### config.mk
export PLATFORM = sky130hd
export DESIGN_NAME = fault_code_scanner
export DESIGN_NICKNAME = d
export VERILOG_FILES = /design/src/rtl/fault_code_pkg.sv /design/src/rtl/fault_next_find.sv /design/src/rtl/fault_code_scanner.sv
export SDC_FILE = /design/constraint.sdc
export NUM_CORES = 1
export LEC_CHECK = 0
export BUFFER_PORTS_ARGS = -buffer_cell sky130_fd_sc_hd__clkbuf_2
export CAP_MARGIN = 25
export CORE_ASPECT_RATIO = 0.8
export CORE_UTILIZATION = 40
export DETAILED_ROUTE_END_ITERATION = 6
export PLACE_DENSITY = 0.57
export SETUP_SLACK_MARGIN = 0.15
export SLEW_MARGIN = 20
export SYNTH_ARGS = -nofsm -noshare
export SYNTH_HDL_FRONTEND = slang
export SYNTH_HIERARCHICAL = 1
export SYNTH_SLANG_ARGS = --single-unit
### constraint.sdc
create_clock -name iClk -period 10.05 [get_ports iClk]
set_input_delay 0.5025 -clock iClk [delete_from_list [all_inputs] [get_ports iClk]]
set_output_delay 0.5025 -clock iClk [all_outputs]
set_load 0.03 [all_outputs]
### src/rtl/fault_code_pkg.sv
// Shared constants and helpers for the platform fault code scanner.
package fault_code_pkg;

  localparam int NUM_FAULTS_DEFAULT = 32;

  // Width of an index into an n-entry fault vector (never below one bit).
  function automatic int code_w(input int n);
    return (n < 2) ? 1 : $clog2(n);
  endfunction

  // Fault input bit positions for the platform power/management sources.
  localparam int FLT_BMC           = 0;
  localparam int FLT_PCH_P1V8      = 1;
  localparam int FLT_PCH_P1V05     = 2;
  localparam int FLT_PCH_PVNN      = 3;
  localparam int FLT_PSU_PWROK     = 4;
  localparam int FLT_PSU_ALERT     = 5;
  localparam int FLT_VR_P3V3_MAIN  = 6;
  localparam int FLT_VR_P5V_MAIN   = 7;
  localparam int FLT_VR_P12V_MAIN  = 8;
  localparam int FLT_CPU0_VCCIN    = 9;
  localparam int FLT_CPU0_VCCANA   = 10;
  localparam int FLT_CPU0_VDDQ_ABC = 11;
  localparam int FLT_CPU0_VDDQ_DEF = 12;
  localparam int FLT_CPU1_VCCIN    = 13;
  localparam int FLT_CPU1_VCCANA   = 14;
  localparam int FLT_CPU1_VDDQ_ABC = 15;
  localparam int FLT_CPU1_VDDQ_DEF = 16;

endpackage

### src/rtl/fault_next_find.sv
// Combinational round-robin finder: lowest set bit of vec strictly above
// pos, wrapping to the lowest set bit overall when nothing lies above.
module fault_next_find #(
  parameter int N = 32,
  parameter int W = 5
)(
  input  logic [N-1:0] vec,
  input  logic [W-1:0] pos,
  output logic         found,
  output logic [W-1:0] idx
);

  logic         above_hit;
  logic [W-1:0] above_idx;
  logic [W-1:0] low_idx;

  // Descending scan so the last hit written is the lowest qualifying index.
  always_comb begin
    above_hit = 1'b0;
    above_idx = '0;
    found     = 1'b0;
    low_idx   = '0;
    for (int i = N - 1; i >= 0; i--) begin
      if (vec[i]) begin
        found   = 1'b1;
        low_idx = W'(i);
        if (W'(i) > pos) begin
          above_hit = 1'b1;
          above_idx = W'(i);
        end
      end
    end
    idx = above_hit ? above_idx : low_idx;
  end

endmodule

### src/rtl/fault_code_scanner.sv
// Fault code scanner: cycles a display index through active faults on each
// scan strobe, records the first fault since reset/clear, and counts faults.
// Build option: define FAULT_STICKY_EN to latch fault bits until iClear.
module fault_code_scanner
  import fault_code_pkg::*;
#(
  parameter int NUM_FAULTS = NUM_FAULTS_DEFAULT,
  parameter int CODE_W     = code_w(NUM_FAULTS)
)(
  input  logic                  iClk,
  input  logic                  iRst_n,
  input  logic [NUM_FAULTS-1:0] iFault,
  input  logic                  iScanCE,
  input  logic [CODE_W-1:0]     iMaxIndex,
  input  logic                  iClear,
  output logic [CODE_W-1:0]     oFaultCode,
  output logic                  oFaultValid,
  output logic [CODE_W-1:0]     oFirstFault,
  output logic                  oFirstValid,
  output logic [CODE_W:0]       oFaultCount,
  output logic                  oMultiFault
);

  logic [NUM_FAULTS-1:0] idx_mask;
  logic [NUM_FAULTS-1:0] masked;
  logic [NUM_FAULTS-1:0] active;

  logic [CODE_W-1:0] code_q;
  logic              valid_q;
  logic [CODE_W-1:0] first_q;
  logic              first_valid_q;
  logic [CODE_W:0]   count_q;
  logic              multi_q;

  logic [CODE_W:0]   count_next;
  logic              scan_found;
  logic [CODE_W-1:0] scan_idx;
  logic              any_active;
  logic [CODE_W-1:0] lowest_idx;

  // Enable only indices 0..iMaxIndex.
  always_comb begin
    idx_mask = '0;
    for (int i = 0; i < NUM_FAULTS; i++) begin
      idx_mask[i] = (CODE_W'(i) <= iMaxIndex);
    end
  end

  assign masked = iFault & idx_mask;

`ifdef FAULT_STICKY_EN
  logic [NUM_FAULTS-1:0] latched_q;
  logic [NUM_FAULTS-1:0] latched_next;

  // A clear empties the latch in its own cycle, so a fault still present
  // re-enters one cycle later. Re-masking hides bits latched under a
  // higher iMaxIndex.
  assign latched_next = iClear ? '0 : (latched_q | masked);
  assign active       = latched_next & idx_mask;

  // Sticky fault latch.
  always_ff @(posedge iClk) begin
    if (!iRst_n) latched_q <= '0;
    else         latched_q <= latched_next;
  end
`else
  assign active = masked;
`endif

  fault_next_find #(
    .N (NUM_FAULTS),
    .W (CODE_W)
  ) u_scan_find (
    .vec   (active),
    .pos   (code_q),
    .found (scan_found),
    .idx   (scan_idx)
  );

  // With pos at its maximum nothing lies above it, so this returns the
  // lowest active index.
  fault_next_find #(
    .N (NUM_FAULTS),
    .W (CODE_W)
  ) u_low_find (
    .vec   (active),
    .pos   ({CODE_W{1'b1}}),
    .found (any_active),
    .idx   (lowest_idx)
  );

  // Population count of the active vector.
  always_comb begin
    count_next = '0;
    for (int i = 0; i < NUM_FAULTS; i++) begin
      count_next = count_next + (CODE_W+1)'(active[i]);
    end
  end

  // Display index: advances only on the scan strobe, otherwise holds.
  always_ff @(posedge iClk) begin
    if (!iRst_n) begin
      code_q  <= '0;
      valid_q <= 1'b0;
    end else if (iScanCE) begin
      if (scan_found) begin
        code_q  <= scan_idx;
        valid_q <= 1'b1;
      end else begin
        code_q  <= '0;
        valid_q <= 1'b0;
      end
    end
  end

  // First-fault record: captured while empty and any fault is active.
  always_ff @(posedge iClk) begin
    if (!iRst_n) begin
      first_q       <= '0;
      first_valid_q <= 1'b0;
    end else if (iClear) begin
      first_q       <= '0;
      first_valid_q <= 1'b0;
    end else if (!first_valid_q && any_active) begin
      first_q       <= lowest_idx;
      first_valid_q <= 1'b1;
    end
  end

  // Fault count and multi-fault flag, registered every cycle.
  always_ff @(posedge iClk) begin
    if (!iRst_n) begin
      count_q <= '0;
      multi_q <= 1'b0;
    end else begin
      count_q <= count_next;
      multi_q <= (count_next > (CODE_W+1)'(1));
    end
  end

  assign oFaultCode  = code_q;
  assign oFaultValid = valid_q;
  assign oFirstFault = first_q;
  assign oFirstValid = first_valid_q;
  assign oFaultCount = count_q;
  assign oMultiFault = multi_q;

endmodule

==> impl_metrics.ini <==
[synth]
async_reset_ff_share_pct = 0
synth_cell_types = 72
yosysWarningCount = 6
yosysSeqAreaShare_pct = 8.549
synth_top_area_share_pct = 10.80
synth_edf_count = 0
synth_common_cells = inv_1, nor2_1, a21oi_1
synth-seq-cells = 19
synth_most_common_cell = inv_1
syn_inst = 643
netlist_top_cells_area = fa_1, dfxtp_1, a21oi_1
syn_area_sq_um = 4449
ys.flop_type = dfxtp_1
yosysTopAreaCell = fa_1
syn_avg_cell_area_sq_um = 6.920

[sta]
relSlewSlack_pct = 30.72
hold_viol = 0
fin_crit_ps = 6322
tightest_slew_ps = 1037
fin_crit_sh_pct = 62.90
finClkSkew_ps = 5.594
drv_slew = 0
fin_setup_tns_ps = 0
max_freq_ghz = 0.1582
worst_slack_ps = 3728
final-setup-viol-count = 0
rsz0062_at_grt = no

[final_layout]
stdcell_count = 838
syn_to_final_growth_pct = 9.477
nets = 767
fillers = 1138
drive_gt1_share_pct = 14.99
num_antenna_cells = 0
fin_area_sq_um = 4871

[pwr]
finalPower_w = 0.0007503
leakagePower_nw = 2.290
ir_drop_uv = 215.5
p_per_area_nw_per_um2 = 154.0

[critical_path]
cp_cell_sequence = clkbuf_2, and2_1, a21oi_1, nor2b_1, fa_1, inv_1, fa_1, fa_1, fa_1, fa_1, fa_1, inv_1, ha_1, inv_1, fa_1, nand2b_4, or3_1, o21a_1, o31a_1
cp_common_cell = fa_1
required_ps = 10210
critPathTopFamily = adder cells
path_max_fanout = 18
r2r-start = oFaultCode[1]$_SDFFE_PN0P_
slowest_stage = nor2b_1
cp-start-kind = input port
critPathBufInv = 4
crit_arrival_ps = 6480
criticalPathCategory = input port to register
cp_slowest_stage_delay_ps = 800
startpoint = iMaxIndex[3]
cp-end-kind = register

[grt]
grt_max_degree = 28
grt_use_total_pct = 28.45
grt_antenna_before_repair = 0
grt_overflow = 0
grt_pass1_vias = 4721
grt_pass1_wl_um = 25510

[cts]
clkSlewWorstSetupHoldPaths_ps = 60
cts_resized = 0
cts_tree = built
cts.sinks = 19
clock_latency_ps = 260
clockRootBuffer = clkbuf_16
postCtsHoldBufs = 0
clk_path_buf_depth = 2
htreeDepth = 1
cts_buffers = 3
post-cts-setup-buffers = 0

[placement]
dp_hpwl_um = 11860
gp_congestion = 0.9024
placed_cells = 834
post_dp_cell_area_sq_um = 4788
port_buffers = 59
pre_cts_slack_ps = 3484

[floorplan]
fp-row-count = 34
die-area_sq_um = 11550
chipWidth_um = 119.9
start_util_pct = 41.01
die_h_um = 96.33
fp.coreArea_sq_um = 10850
boundaryPins = 60

[detailed_routing]
wl_um = 16000
viasPerCell = 6.128
final_antenna_net_count = 0
vias = 5135
drtIter0Drc = 610
drc = 0
first_pass_iters = 5
avgRoutedWirePerCell_um = 19.09

[min_path]
holdCritStartpoint = oFirstFault[1]$_SDFFE_PP0P_
hold_class = register to register

[run]
maxCapViolCount = 0

[run_status]
status = completed
[worst register-to-register path, cell delays in order (launching register included)]
cell and delay, ps:
dfxtp_1 960, o21ai_0 500, a21o_1 310, o2bb2ai_1 170, nor4_2 340, and3_4 250, o311ai_1 120, nand4_1 160
a21oi_1 80, nor2b_1 110
[kinds of logic (layout without fill, tap and decap cells)]
kind of cell,Yosys count,count (layout),share of synthesized area [%]
other,1,16,0.08428
muxes,5,5,1.125
xor gates and xnor gates,2,2,0.3938
AOI/OAI and AO/OA,222,222,34.36
and+or+nand+nor,265,265,31.97
buffers and inverters,98,134,10.74
DFF,19,19,8.549
adders and majority gates,31,31,12.77
[cells in the final DEF, fill, tap and decap left out, types with 7 or more instances in the layout]
master | Yosys | layout
inv_1 | 64 | 64
nor2_1 | 61 | 61
clkbuf_2 | 0 | 59
a21oi_1 | 51 | 51
nand2_1 | 48 | 48
o21ai_0 | 42 | 42
nand3_1 | 29 | 29
nor2b_1 | 27 | 27
fa_1 | 24 | 24
nor3_1 | 19 | 19
dfxtp_1 | 19 | 19
conb_1 | 1 | 16
a21boi_0 | 12 | 12
nor4_1 | 12 | 12
and2_1 | 11 | 11
o211ai_1 | 11 | 11
nand4_1 | 11 | 11
nand2b_1 | 10 | 10
a211oi_1 | 10 | 10
a21o_1 | 9 | 9
o31ai_1 | 7 | 7
o31a_1 | 7 | 7
ha_1 | 7 | 7
[stage by stage]
stage	utilization (%)	hold slack, ps
2_1_floorplan	-	613.6
3_3_place_gp	44.14	475.4
3_5_place_dp	44.14	482.3
4_1_cts	44.90	496.6
5_1_grt	44.90	508.7
6_report	44.90	492.5
[state kept, by name, indices dropped and copies added, names as in the netlist]
signal / flops
oFaultValid: 1
oMultiFault: 1
oFaultCode: 5
oFaultCount: 6
oFirstFault: 5
oFirstValid: 1
[per-layer routing]
layer | vias to the layer above | wire [um] | track usage [%]
li1 | 2422 | - | -
met4 | 0 | 247 | 5.938
met3 | 29 | 1479 | 5.509
met5 | - | 0 | 0
met1 | 2417 | 7343 | 40.15
met2 | 267 | 6930 | 44.68
[path summary, 6_finish.rpt]
| check | slack [ps] | cells past startpoint | to |
|---|---|---|---|
| max reg2reg | 6990 | 9 | oFaultCode[0]$_SDFFE_PN0P_ |
| min | 490 | 2 | oFirstFault[1]$_SDFFE_PP0P_ |
| max | 3730 | 19 | oMultiFault$_SDFF_PN0_ |
| min reg2reg | 490 | 2 | oFirstFault[1]$_SDFFE_PP0P_ |
[cell type report]
cell class	instances	area, sq um	area share (%)
multi-input cells	541	3647	74.88
flip-flops and latches	19	380.4	7.809
repair buffers	64	332.8	6.833
inverters	66	247.7	5.086
well taps	144	180.2	3.699
clock buffers	3	75.07	1.541
clock inverters	1	7.507	0.1541
[power breakdown]
part | leakage [nW] | total (W) | internal (W) | switching [W]
Clock | 0.0371 | 0.0000889 | 0.0000540 | 0.0000349
Combinational | 2.10 | 0.000559 | 0.000237 | 0.000323
Sequential | 0.156 | 0.000102 | 0.0000918 | 0.0000101
No activity file was read; power rests on OpenSTA's default activity.
